$ cat config.mk
export PLATFORM = sky130hd
export DESIGN_NAME = reg_scoreboard
export DESIGN_NICKNAME = d
export VERILOG_FILES = /design/src/rtl/reg_scoreboard.sv
export SDC_FILE = /design/constraint.sdc
export NUM_CORES = 1
export LEC_CHECK = 0
export BUFFER_PORTS_ARGS = -buffer_cell sky130_fd_sc_hd__buf_2
export CORE_ASPECT_RATIO = 1.1
export CORE_MARGIN = 2
export CORE_UTILIZATION = 50
export DETAILED_ROUTE_END_ITERATION = 6
export HOLD_SLACK_MARGIN = 0.1
export PLACE_DENSITY_LB_ADDON = 0.2
export SYNTH_ARGS = -nofsm -noshare
export SYNTH_HDL_FRONTEND = slang
export SYNTH_SLANG_ARGS = --single-unit
$ cat constraint.sdc
create_clock -name clk -period 13.96 [get_ports clk]
set_clock_uncertainty 0.15 [all_clocks]
set_input_delay 2.792 -clock clk [delete_from_list [all_inputs] [get_ports clk]]
set_output_delay 2.792 -clock clk [all_outputs]
set_load 0.02 [all_outputs]
$ cat src/rtl/reg_scoreboard.sv
// reg_scoreboard
//   Register-hazard scoreboard for the decode stage. Each architectural
//   register except x0 has a saturating count of outstanding writes. The count
//   goes up by one when a writing instruction issues and down by one when its
//   writeback retires. A source register with a non-zero count raises its
//   bubble output. Issue stalls while the destination counter is saturated.
//
// Parameters
//   NREG   number of architectural registers (x0 is never tracked)
//   CNT_W  width of each pending-write counter (max outstanding = 2**CNT_W-1)
//
// Ports
//   clk            rising-edge clock
//   reset          asynchronous, active-high reset
//   issue_valid    an instruction issues this cycle
//   issue_wen      the issued instruction writes issue_rd
//   issue_rd       destination register of the issued instruction
//   issue_ready    0 while issue_rd is saturated; decode must hold
//   retire_valid   writeback completes a register write this cycle
//   retire_rd      register written back
//   rs1, rs2       source registers of the instruction in decode
//   bubble1/2      rs1/rs2 has a pending write
//   pending_total  registered sum of all counters
//   underflow_err  sticky; set when a retire hits a zero counter
//
// Configuration
//   SCOREBOARD_BYPASS_EN  when defined, a retire that takes a counter from 1
//                         to 0 clears the matching bubble in the same cycle.

module reg_scoreboard #(
  parameter int unsigned NREG  = 32,
  parameter int unsigned CNT_W = 2
) (
  input  logic             clk,
  input  logic             reset,
  input  logic             issue_valid,
  input  logic             issue_wen,
  input  logic [4:0]       issue_rd,
  output logic             issue_ready,
  input  logic             retire_valid,
  input  logic [4:0]       retire_rd,
  input  logic [4:0]       rs1,
  input  logic [4:0]       rs2,
  output logic             bubble1,
  output logic             bubble2,
  output logic [CNT_W+4:0] pending_total,
  output logic             underflow_err
);

  localparam int unsigned TW    = CNT_W + 5;
  localparam int unsigned IDX_W = $clog2(NREG);
  localparam logic [CNT_W-1:0] CNT_MAX = '1;
  localparam logic [CNT_W-1:0] CNT_ONE = CNT_W'(1);

  logic [NREG-1:0][CNT_W-1:0] cnt_q, cnt_d;
  logic [TW-1:0]              total_q, total_d;
  logic                       underflow_q, underflow_d;

  logic inc, dec, same_rd;

  always_comb begin
    dec     = retire_valid && (retire_rd != '0);
    same_rd = dec && (retire_rd == issue_rd);

    // A retire to the same register in this cycle makes room, so a
    // saturated counter does not stall that issue.
    issue_ready = 1'b1;
    if ((issue_rd != '0) && (cnt_q[issue_rd] == CNT_MAX) && !same_rd)
      issue_ready = 1'b0;

    inc = issue_valid && issue_wen && issue_ready && (issue_rd != '0);

    underflow_d = underflow_q || (dec && (cnt_q[retire_rd] == '0));

    cnt_d = cnt_q;
    // Same-register inc and dec cancel; otherwise apply each on its own.
    // A dec on a zero counter leaves it at zero.
    if (inc && !same_rd)
      cnt_d[issue_rd] = cnt_q[issue_rd] + CNT_ONE;
    if (dec && !(inc && same_rd) && (cnt_q[retire_rd] != '0))
      cnt_d[retire_rd] = cnt_q[retire_rd] - CNT_ONE;
    cnt_d[0] = '0;

    total_d = '0;
    for (int unsigned r = 0; r < NREG; r++)
      total_d = total_d + TW'(cnt_d[r[IDX_W-1:0]]);
  end

  always_comb begin
    bubble1 = (rs1 != '0) && (cnt_q[rs1] != '0);
    bubble2 = (rs2 != '0) && (cnt_q[rs2] != '0);
`ifdef SCOREBOARD_BYPASS_EN
    // Last outstanding write to this register is retiring now.
    if (dec && (retire_rd == rs1) && (cnt_q[rs1] == CNT_ONE))
      bubble1 = 1'b0;
    if (dec && (retire_rd == rs2) && (cnt_q[rs2] == CNT_ONE))
      bubble2 = 1'b0;
`endif
  end

  always_ff @(posedge clk or posedge reset) begin
    if (reset) begin
      cnt_q       <= '0;
      total_q     <= '0;
      underflow_q <= 1'b0;
    end else begin
      cnt_q       <= cnt_d;
      total_q     <= total_d;
      underflow_q <= underflow_d;
    end
  end

  assign pending_total = total_q;
  assign underflow_err = underflow_q;

endmodule

==> impl_summary.log <==
[metrics] worst setup path startpoint: issue_rd[0]
[metrics] post-synthesis cell type count: 60
[metrics] unrepaired setup endpoints after global routing: false
[metrics] critical path peak fanout: 25
[metrics] post-route DRC violation count: 0
[metrics] root cell of the clock tree: clkbuf_16
[metrics] placeable core area: 15,100 µm²
[metrics] number of synthesized register bits: 70
[metrics] Max H-tree Level: 3
[metrics] count of maximum capacitance violations: 0
[metrics] Die Ht: 134 µm
[metrics] register-to-register setup slack: 5.35 ns
[metrics] number of cell instances on the worst register-to-register path: 28
[metrics] Yosys top cell area share: 22.8%
[metrics] hold_buf cts: 0
[metrics] Setup Buffers After CTS: 0
[metrics] largest cells by area after synthesis: dfrtp_1, fa_1, mux2i_1
[metrics] first-pass GRT wire length: 38.0 mm
[metrics] via count normalized by instance count: 6.55
[metrics] GRT overflow: 0
[metrics] Final Setup Violations: 0
[metrics] final estimated routing congestion in global placement: 1.00
[metrics] buffer levels on the longest clock path: 2
[metrics] clock slew at reported path FFs: 0.06 ns
[metrics] Die ar.: 16,400 µm²
[metrics] number of gates given a new drive strength after cts: 0
[metrics] HPWL after detailed placement: 18.7 mm
[metrics] detail-routed net length per standard cell: 26.5 µm
[metrics] GRT Resource Usage Total: 31.5%
[metrics] startpoint of the worst register-to-register path: cnt_q[48]
[metrics] width of the die: 122 µm
[metrics] number of flops mapped to enable cells by yosys: 0
[metrics] std cell rows: 47
[metrics] share of post-route cells with drive strength above 1: 24.2%
[metrics] router iterations before antenna repair: 5
[metrics] fin nets: 825
[metrics] leading area contributor after synthesis: dfrtp_1
[metrics] overall via count from detail_route: 6,101
[metrics] post-route antenna net violation count: 0
[metrics] slew at the pin closest to its max-slew limit: 0.994 ns
[metrics] cell occurring most often along the worst timing path: fa_1
[metrics] post-synthesis cell area: 7690 µm²
[metrics] worst flop-to-flop path endpoint: pending_total[6]
[metrics] clock latency at the later pin of the worst-skew pair: 0.35 ns
[metrics] initial core utilization: 51.1%
[metrics] number of antenna cells inserted: 0
[metrics] growth of design area from synthesis to finish: 6.97%
[metrics] data arrival time at the worst-slack endpoint: 11.43 ns
[metrics] min-delay worst type: reg -> reg
[metrics] part of the cycle the worst path needs: 81.3%
[metrics] DP Cell Count: 916
[metrics] number of sinks driven by the clock tree: 70
[metrics] hold path startpoint: underflow_err
[metrics] TritonCTS clock tree: yes
[metrics] dominant register cell in the synthesized netlist: dfrtp_1
[metrics] Crit path required time: 14.04 ns
[metrics] run status: complete, no violations
[metrics] Ys Warns: 0
[metrics] count of final hold-check violations: 0
[metrics] Relative slew margins: 33.7%
[metrics] setup TNS after final layout: 0 ns
[metrics] io pins: 36
[metrics] proportion of synthesized flip-flops having asynchronous set or reset: 100%
[metrics] final design area excluding fillers: 8220 µm²
[metrics] number of global-route vias before repair: 6,180
[metrics] instance count of the mapped netlist: 731
[metrics] largest net degree at the start of global routing: 71
[metrics] maximum clock frequency: 88.1 MHz
[metrics] Final Max Tran Viols: 0
[metrics] critical path start-end classification: in -> reg
[metrics] cell with the biggest individual delay on the critical path: buf_2
[metrics] leading cell type in the layout, fill and taps excluded: mux2i_1
[metrics] sequential share of the synthesized area: 22.8%
[metrics] cell area after placement: 7920 µm²
[metrics] sort of element at the start of the critical path: input pin
[metrics] synthesized area per cell: 10.5 µm²
[metrics] end point of the critical path: pending_total[6]
[metrics] endpoint type of the worst setup path: register
[metrics] slowest stage delay, CP: 0.61 ns
[metrics] most frequent cells in the layout: mux2i_1, dfrtp_1, inv_1
[metrics] initial antenna violation count: 0
[metrics] number of buffers created by CTS: 9
[metrics] post-layout instance count excluding filler cells: 932
[metrics] final routed wirelength across all metal layers: 24.7 mm
[metrics] number of buffer cells added on primary ports: 35
[metrics] synthesized netlist net count: 825
[metrics] number of DRC violations after detailed-routing iteration 0: 793
[metrics] fin crit period: 11.35 ns
-- critical path: cells and delay by family --
| family | cells | cell delay, ns |
|---|---|---|
| simple gates | 6 | 1.12 |
| fa+ha+maj | 9 | 4.09 |
| buf+inv | 6 | 1.23 |
| mux | 3 | 1.14 |
| compound gates | 5 | 1.03 |
-- routing by layer --
layer,vias up,part of all wire [%],GRT usage (%)
met4,0,3.5,10.9
met1,3065,41,44.0
li1,2618,-,-
met2,361,46,48.4
met3,57,9.1,7.23
met5,-,0,0
-- through the flow --
stage | setup WS, ns | util, % | hold WS (ns)
after floorplan | 3.39 | - | 0.426
after global placement | 2.29 | 52.6 | 0.327
after detailed placement | 2.21 | 52.6 | 0.325
after CTS | 2.60 | 54.6 | 0.339
after global routing | 2.18 | 54.6 | 0.359
final | 2.61 | 54.6 | 0.341
-- kinds of logic after synthesis --
logic type,share of synthesized area [%]
AO/OA/AOI/OAI,8.25
XOR/XNOR,1.24
adder cells (fa/ha/maj),16.8
buffers and inverters,6.58
flip-flops,22.8
multiplexers,30.5
AND/OR/NAND/NOR,13.9
-- synth_stat cells, types with 3 or more instances --
cell type,instances
nor2b_1,6
xnor2_1,9
ha_1,12
nand3_1,13
a22oi_1,6
nand3b_1,6
or3b_2,4
nor3b_1,5
and2_1,3
inv_1,64
dfrtp_1,70
mux2i_1,94
a21oi_1,19
nand2_1,18
nor3_1,35
nor2_1,54
a211oi_1,11
nand2b_1,6
o22ai_1,12
buf_6,3
and3b_1,4
clkbuf_1,32
mux2_2,47
o22a_1,8
fa_1,57
nor2_2,3
nor3_2,7
and3_1,5
mux4_2,38
buf_2,17
and4_1,3
o21ai_0,23
-- state kept, by name, indices dropped and copies added (netlist names) --
register and count:
pending_total 7, underflow_err 1, cnt_q 62
-- cell type report --
cell class	count	area [µm²]
Timing Repair Buffer	45	250
Multi-Input combinational cell	540	5430
Inverter	65	244
Fill cell	1345	6830
Clock buffer	12	256
Clock inverter	4	45.0
Tap cell	196	245
Sequential cell	70	1750
-- worst min-delay path by stage --
stage / to / cells after the start
after floorplan: cnt_q[7] / 2
after global placement: underflow_err / 1
after detailed placement: underflow_err / 1
after CTS: underflow_err / 1
after global routing: underflow_err / 1
final: underflow_err / 1
Power is left out: the tool's default activity adds up to more than one toggle a clock period on the data nets, which glitch-free logic cannot reach.
